### config.mk
export PLATFORM = sky130hd
export DESIGN_NAME = qc_rce_encoder_par
export DESIGN_NICKNAME = d
export VERILOG_FILES = /design/src/rtl/qc_rce_encoder_par.sv
export SDC_FILE = /design/constraint.sdc
export NUM_CORES = 1
export LEC_CHECK = 0
export CAP_MARGIN = 5
export CORE_AREA = 10 10 187 189
export DETAILED_ROUTE_END_ITERATION = 10
export DIE_AREA = 0 0 197 199
export MAX_ROUTING_LAYER = met4
export SYNTH_ARGS = -nofsm -noshare
export SYNTH_HDL_FRONTEND = slang
export SYNTH_SLANG_ARGS = --single-unit
### constraint.sdc
create_clock -name clk -period 2.5 [get_ports clk]
set_input_delay 0.5 -clock clk [delete_from_list [all_inputs] [get_ports clk]]
set_output_delay 0.5 -clock clk [all_outputs]
set_load 0.02 [all_outputs]
### src/rtl/qc_rce_encoder_par.sv
// rtl/qc_rce_encoder_par.sv - P-bit-parallel systematic quasi-cyclic encoder with rotating circulant generators
// Streams KB*B message bits in, fetches per-block generator rows from a synchronous ROM, emits message then NP*B parity bits.
module qc_rce_encoder_par #(
  parameter int B  = 32,
  parameter int KB = 4,
  parameter int NP = 2,
  parameter int P  = 8
) (
  input  logic                                  clk,
  input  logic                                  rst,
  input  logic                                  sys_en,
  input  logic [P-1:0]                          s_data,
  input  logic                                  s_valid,
  output logic                                  s_ready,
  output logic [((KB > 1) ? $clog2(KB) : 1)-1:0] g_addr,
  input  logic [NP*B-1:0]                       g_data,
  output logic [P-1:0]                          m_data,
  output logic                                  m_valid,
  input  logic                                  m_ready,
  output logic                                  m_par,
  output logic                                  m_last,
  output logic                                  busy
);

  localparam int GW  = NP * B;
  localparam int WPB = B / P;
  localparam int NQ  = GW / P;
  localparam int AW  = (KB > 1) ? $clog2(KB) : 1;
  localparam int WW  = (WPB > 1) ? $clog2(WPB) : 1;
  localparam int QW  = (NQ > 1) ? $clog2(NQ) : 1;

  localparam logic [AW-1:0] BLK_LAST  = AW'(KB - 1);
  localparam logic [WW-1:0] WORD_LAST = WW'(WPB - 1);
  localparam logic [QW-1:0] Q_LAST    = QW'(NQ - 1);

  typedef enum logic [1:0] {
    S_IDLE = 2'd0,
    S_LOAD = 2'd1,
    S_MSG  = 2'd2,
    S_PAR  = 2'd3
  } state_t;

  state_t          state_q, state_d;
  logic [AW-1:0]   block_q, block_d;
  logic [WW-1:0]   word_q, word_d;
  logic [QW-1:0]   q_q, q_d;
  logic            load_q, load_d;
  logic            sys_q, sys_d;
  logic [GW-1:0]   g_q, g_d;
  logic [GW-1:0]   par_q, par_d;
  logic [P-1:0]    m_data_q, m_data_d;
  logic            m_valid_q, m_valid_d;
  logic            m_par_q, m_par_d;
  logic            m_last_q, m_last_d;

  logic            out_free;
  logic            accept;
  logic [GW-1:0]   contrib;

  // Row i of a circulant is row 0 moved i places toward higher bit indices, per B-bit segment.
  function automatic logic [GW-1:0] rot_all(input logic [GW-1:0] x, input int sh);
    logic [GW-1:0] r;
    logic [B-1:0]  seg;
    r = '0;
    for (int n = 0; n < NP; n++) begin
      seg = x[n*B +: B];
      r[n*B +: B] = (seg << sh) | (seg >> (B - sh));
    end
    return r;
  endfunction

  assign out_free = !m_valid_q || m_ready;
  assign accept   = (state_q == S_MSG) && s_valid && out_free;

  always_comb begin
    contrib = '0;
    for (int t = 0; t < P; t++) begin
      if (s_data[t]) begin
        contrib = contrib ^ rot_all(g_q, t);
      end
    end
  end

  always_comb begin
    state_d   = state_q;
    block_d   = block_q;
    word_d    = word_q;
    q_d       = q_q;
    load_d    = load_q;
    sys_d     = sys_q;
    g_d       = g_q;
    par_d     = par_q;
    m_data_d  = m_data_q;
    m_valid_d = m_valid_q && !m_ready;
    m_par_d   = m_par_q;
    m_last_d  = m_last_q;

    case (state_q)
      S_IDLE: begin
        if (s_valid) begin
          par_d   = '0;
          block_d = '0;
          sys_d   = sys_en;
          load_d  = 1'b0;
          state_d = S_LOAD;
        end
      end

      // First LOAD cycle presents g_addr; the ROM answers in the second.
      S_LOAD: begin
        if (!load_q) begin
          load_d = 1'b1;
        end else begin
          load_d  = 1'b0;
          g_d     = g_data;
          word_d  = '0;
          state_d = S_MSG;
        end
      end

      S_MSG: begin
        if (accept) begin
          par_d = par_q ^ contrib;
          g_d   = rot_all(g_q, P);
          if (sys_q) begin
            m_data_d  = s_data;
            m_valid_d = 1'b1;
            m_par_d   = 1'b0;
            m_last_d  = 1'b0;
          end
          if (word_q == WORD_LAST) begin
            word_d = '0;
            if (block_q == BLK_LAST) begin
              q_d     = '0;
              state_d = S_PAR;
            end else begin
              block_d = block_q + AW'(1);
              load_d  = 1'b0;
              state_d = S_LOAD;
            end
          end else begin
            word_d = word_q + WW'(1);
          end
        end
      end

      S_PAR: begin
        if (m_valid_q && m_last_q && m_ready) begin
          m_valid_d = 1'b0;
          m_last_d  = 1'b0;
          m_par_d   = 1'b0;
          q_d       = '0;
          block_d   = '0;
          state_d   = S_IDLE;
        end else if (out_free) begin
          m_data_d  = par_q[int'(q_q)*P +: P];
          m_valid_d = 1'b1;
          m_par_d   = 1'b1;
          m_last_d  = (q_q == Q_LAST);
          if (q_q != Q_LAST) begin
            q_d = q_q + QW'(1);
          end
        end
      end

      default: begin
        state_d = S_IDLE;
      end
    endcase
  end

  always_ff @(posedge clk) begin
    if (!rst) begin
      state_q   <= S_IDLE;
      block_q   <= '0;
      word_q    <= '0;
      q_q       <= '0;
      load_q    <= 1'b0;
      sys_q     <= 1'b0;
      g_q       <= '0;
      par_q     <= '0;
      m_data_q  <= '0;
      m_valid_q <= 1'b0;
      m_par_q   <= 1'b0;
      m_last_q  <= 1'b0;
    end else begin
      state_q   <= state_d;
      block_q   <= block_d;
      word_q    <= word_d;
      q_q       <= q_d;
      load_q    <= load_d;
      sys_q     <= sys_d;
      g_q       <= g_d;
      par_q     <= par_d;
      m_data_q  <= m_data_d;
      m_valid_q <= m_valid_d;
      m_par_q   <= m_par_d;
      m_last_q  <= m_last_d;
    end
  end

  assign s_ready = (state_q == S_MSG) && out_free;
  assign g_addr  = block_q;
  assign m_data  = m_data_q;
  assign m_valid = m_valid_q;
  assign m_par   = m_par_q;
  assign m_last  = m_last_q;
  assign busy    = (state_q != S_IDLE);

endmodule
[Word-level counts from Yosys, hierarchy flattened]
Cells that the tools add are included.
Word-level totals
  input port bits: 77
  output and inout port bits: 15
  bits in registers: 150
  word-level logic and storage cells: 145
Operators by class
  eq/ne operators: 19
  multiplexer cells: 61
  bitwise gates (word level): 24
  shifts and indexed selects: 1
  add/sub/neg operators: 3
  reductions and logical operators: 25
Operators by type and width (number)
  2-to-1 mux 64 bit: 12
  XOR 64 bit: 8
  case mux 64 bit (2 select lines): 2
  OR 32 x 1 -> 32 bit: 2
  OR 32 x 2 -> 32 bit: 2
  OR 32 x 3 -> 32 bit: 2
  OR 32 x 4 -> 32 bit: 2
  OR 32 x 5 -> 32 bit: 2
  OR 32 x 6 -> 32 bit: 2
  OR 32 x 7 -> 32 bit: 2
  OR 32 x 8 -> 32 bit: 2
  indexed part select 64 x 7 -> 8 bit: 1
  2-to-1 mux 8 bit: 4
  2-to-1 mux 2 bit: 13
  inequality test 2 bit, second input constant: 10
  2-to-1 mux 3 bit: 6
  case mux 8 bit (2 select lines): 1
  2-to-1 mux 1 bit: 15
  AND reduction 5 bit: 3
  AND reduction 6 bit: 2
  inequality test 3 bit, second input constant: 3
  == test 2 bit, second input constant: 4
  case mux 2 bit (4 select lines): 1
  nonzero test 2 bit: 4
  17 further kinds: 28

[Longest topological paths before layout]
  word-level depth: 18
  gate-level depth with buffers: 8
  depth with buffers taken out: 6

[Least setup slack after synthesis]
No wires, ideal clock.
  path kind: register -> register
  start point: register q_q[1]
  end point: register m_data_q[4], in the netlist m_data[4]
  buffers on the path: 2
  required time: 2.368 ns
  setup time: 0.132 ns
  cell stages (with the launch flop): 8
  path slack: 0.650 ns
  clock period less this slack: 1.850 ns
  data arrival time: 1.717 ns
  path through: dfxtp_1 > buf_2 > buf_2 > mux4_2 > mux2i_1 > nand2_1 > o211ai_1 > a21oi_1
On the way
  longest elaborated chain between the ends: 4
Ends and longest elaborated chain
  start: declaration: line 46  | logic [QW-1:0] q_q, q_d;
  start signal: assignment: line 190  | q_q <= q_d;
  indexed part select 64 x 7 -> 8 bit: line 156  | m_data_d = par_q[int'(q_q)*P +: P];
  2-to-1 mux 8 bit: line 155  | end else if (out_free) begin
  2-to-1 mux 8 bit: line 148  | if (m_valid_q && m_last_q && m_ready) begin
  case mux 8 bit (2 select lines): line 98  | case (state_q)
  end signal: assignment: line 195  | m_data_q <= m_data_d;
  end: declaration: line 51  | logic [P-1:0] m_data_q, m_data_d;
No other way between the ends. The select of a mux whose other input is x is not followed.
A chain may end at the register's enable or synchronous reset.

[Final worst setup path]
  start point: register state_q[1]
  end point: output port s_ready
On the way
  longest elaborated chain between the ends: 2
Ends and longest elaborated chain
  start: declaration: line 43  | state_t state_q, state_d;
  start signal: assignment: line 187  | state_q <= state_d;
  == test 2 bit: line 202  | assign s_ready = (state_q == S_MSG) && out_free;
  logical AND 1 bit: line 202
  end: declaration: line 14  | output logic s_ready,
No other way between the ends.

==> qor.yml <==
sta:
  fin_setup_tns_ns: 0
  fin_crit_sh_pct: 95.4
  rsz0062_at_grt: "no"
  worst_slew_pin_slew_ns: 0.642
  fin_ws_ns: 0.115
  worst_clock_skew_ns: 0.0101
  slew_headroom_pct: 57.2
  slew_viol_final: 0
  fin_crit_ns: 2.39
  fmax_mhz: 419
  setup_viol: 0
  hold_violations: 0
placed_design:
  gp_congestion: 0.852
  port_buffers: 91
  pre_cts_ws_ns: 0.159
  placed_cell_area_um2: 14300
  dp_hpwl_um: 28000
floorplan:
  row_count: 65
  ios: 92
  start_util_pct: 42.2
  core-area_um2: 31200
  fp.dieH_um: 199
  die_x_um: 197
  die-area_um2: 39200
clock_network:
  insertion_delay_ns: 0.44
  clk_pin_slew_worst_paths_ns: 0.07
  cts_tree: "built"
  cts.path.max_buffers: 2
  cts_buffers: 17
  post_cts_buffers: 0
  cts.sinks: 150
  htreeDepth: 4
  hold_buffers: 0
  root_buffer: "clkbuf_16"
synthesis:
  synthCells: 1878
  synth_area_per_cell_um2: 7.02
  synth_flop_cell: "dfxtp_1"
  synthTopCellsByCount: "661 x nand2_1, 320 x xnor2_1, 150 x dfxtp_1, 128 x xor2_1, 81 x a21oi_1"
  yosysMostFrequentCell: "nand2_1"
  synth_edf_count: 0
  netlist_top_cells_area: "dfxtp_1 23%, xnor2_1 21%, nand2_1 19%, xor2_1 8.5%, a311oi_1 4.3%"
  synth-seq-cells: 150
  synth_cell_types: 38
  synth_top_cell_area_share_pct: 22.8
  yosysWarnings: 0
  synthArstFlopShare_pct: 0
  seq_area_frac_synth_pct: 22.8
  syn_area_um2: 13200
  yosys.area.top_type: "dfxtp_1"
  syn_nets: 1959
layout:
  fin_area_um2: 15000
  drive_gt1_share_pct: 6.07
  area_growth_syn_to_layout_pct: 13.7
  final_util_pct: 48.0
  antenna_cells: 0
  layout.nets: 1932
setup_path:
  path_class: "reg2out"
  worstPathRequired_ns: 2.00
  end_kind: "output pin"
  crit_fanout: 12
  start_kind: "flip-flop"
  worst_ep_arrival_time_ns: 1.89
job:
  max_cap_violations: 0
pwr:
  p_per_area_nw_per_um2: 592
  ir_worst_vdd_uv: 429
  p_leak_uw: 0.00434
outcome:
  status: "finished clean"
drt:
  post_drt_wl_per_cell_um: 18.1
  wirelength_um: 40900
  remaining_drc_errors: 0
  routed_via_density: 5.40
  dr.pass1.iters: 5
  drt_iter0_drc: 1064
  antenna_left: 0
  num_vias: 12222
grt:
  track_usage_pct: 21.3
  grt_pass1_wl_um: 65400
  overflow: 0
  grt_max_degree: 85
  antenna_found_initial: 0
  grt_pass1_vias: 11613
min_path:
  hold_class: "reg2reg"
[report_power, final]
part	internal, µW	total, µW	switching [µW]
sequential	2600	3060	466
combinational	1260	2690	1430
clock	2000	3130	1140
[layer usage]
metal,vias to the layer above,global-route usage [%],share of wire [%]
li1,5958,-,-
met1,5785,28.7,46
met2,437,33.1,46
met3,42,2.47,6.4
met4,0,5.61,1.5
met5,-,-,0
[final cells by class]
type | instances | area (µm²)
fill | 3127 | 16200
multi-input combinational | 1539 | 9290
sequential | 150 | 3000
timing repair buffer | 140 | 1500
tap | 402 | 503
clock buffer | 18 | 439
clock inverter | 12 | 250
inverter | 3 | 11.3
[per-stage QoR]
step	hold WS, ns	power, µW	cells
after detailed placement	0.448	5800	2234
after global placement	0.449	5730	2234
after CTS	0.458	8900	2264
final	0.455	8880	2264
after floorplan	0.454	4960	1878
after global routing	0.486	9280	2264
[cells by family (layout without fill, tap and decap cells)]
kind of cell	Yosys count	in the layout	synth area share, %
compound gates	237	237	11.5
xor+xnor	448	448	29.7
fa+ha+maj	4	4	0.379
buf+inv	189	173	7.06
flops	150	150	22.8
mux	26	26	3.49
simple gates	824	824	25.0
[sequential cells by signal (all words and copies together) (netlist names), 2 cells and up]
register and count:
g_addr 2, par_q 64, m_data 8, q_q 3, state_q 2, word_q 2
g_q 64
[cell usage in the layout, fill, tap and decap left out, types with 2 or more instances in the layout]
cell type / count
a21boi_0: 2
bufinv_16: 7
clkbuf_16: 17
nor2_1: 75
nand2b_1: 7
nand2_1: 661
a21o_1: 2
clkdlybuf4s50_1: 83
xor2_1: 128
mux2i_1: 10
nor2b_1: 4
inv_1: 2
nand3_1: 7
o211ai_1: 8
a31oi_1: 2
a21oi_1: 81
buf_2: 8
mux4_2: 16
clkinv_4: 3
xnor2_1: 320
buf_4: 28
ha_1: 4
or3_1: 64
a311oi_1: 65
buf_12: 21
dfxtp_1: 149
o21ai_0: 68
[path summary, 6_finish.rpt]
kind / start / to / slack [ns] / cells past startpoint
setup / recovery: state_q[1]$_SDFFE_PN0P_ / s_ready / 0.11 / 3
hold / removal: m_data[0]$_SDFFE_PN0P_ / m_data[0]$_SDFFE_PN0P_ / 0.45 / 2
setup reg to reg: state_q[1]$_SDFFE_PN0P_ / g_q[32]$_SDFFE_PN0P_ / 0.49 / 5
hold reg to reg: m_data[0]$_SDFFE_PN0P_ / m_data[0]$_SDFFE_PN0P_ / 0.45 / 2
[worst max-delay path, cell delays in order (launching register included)]
cell             delay [ns]
dfxtp_1                0.55
nand2b_2               0.14
nor2_1                 0.14
clkdlybuf4s50_1        0.62
[repair_timing]
item | in CTS | in global routing
endpoints found under the hold margin | 0 | 0
gates resized for setup | 0 | 1
endpoints found under the setup margin | 0 | 1
Note: power is estimated with default switching activity, not from simulation.
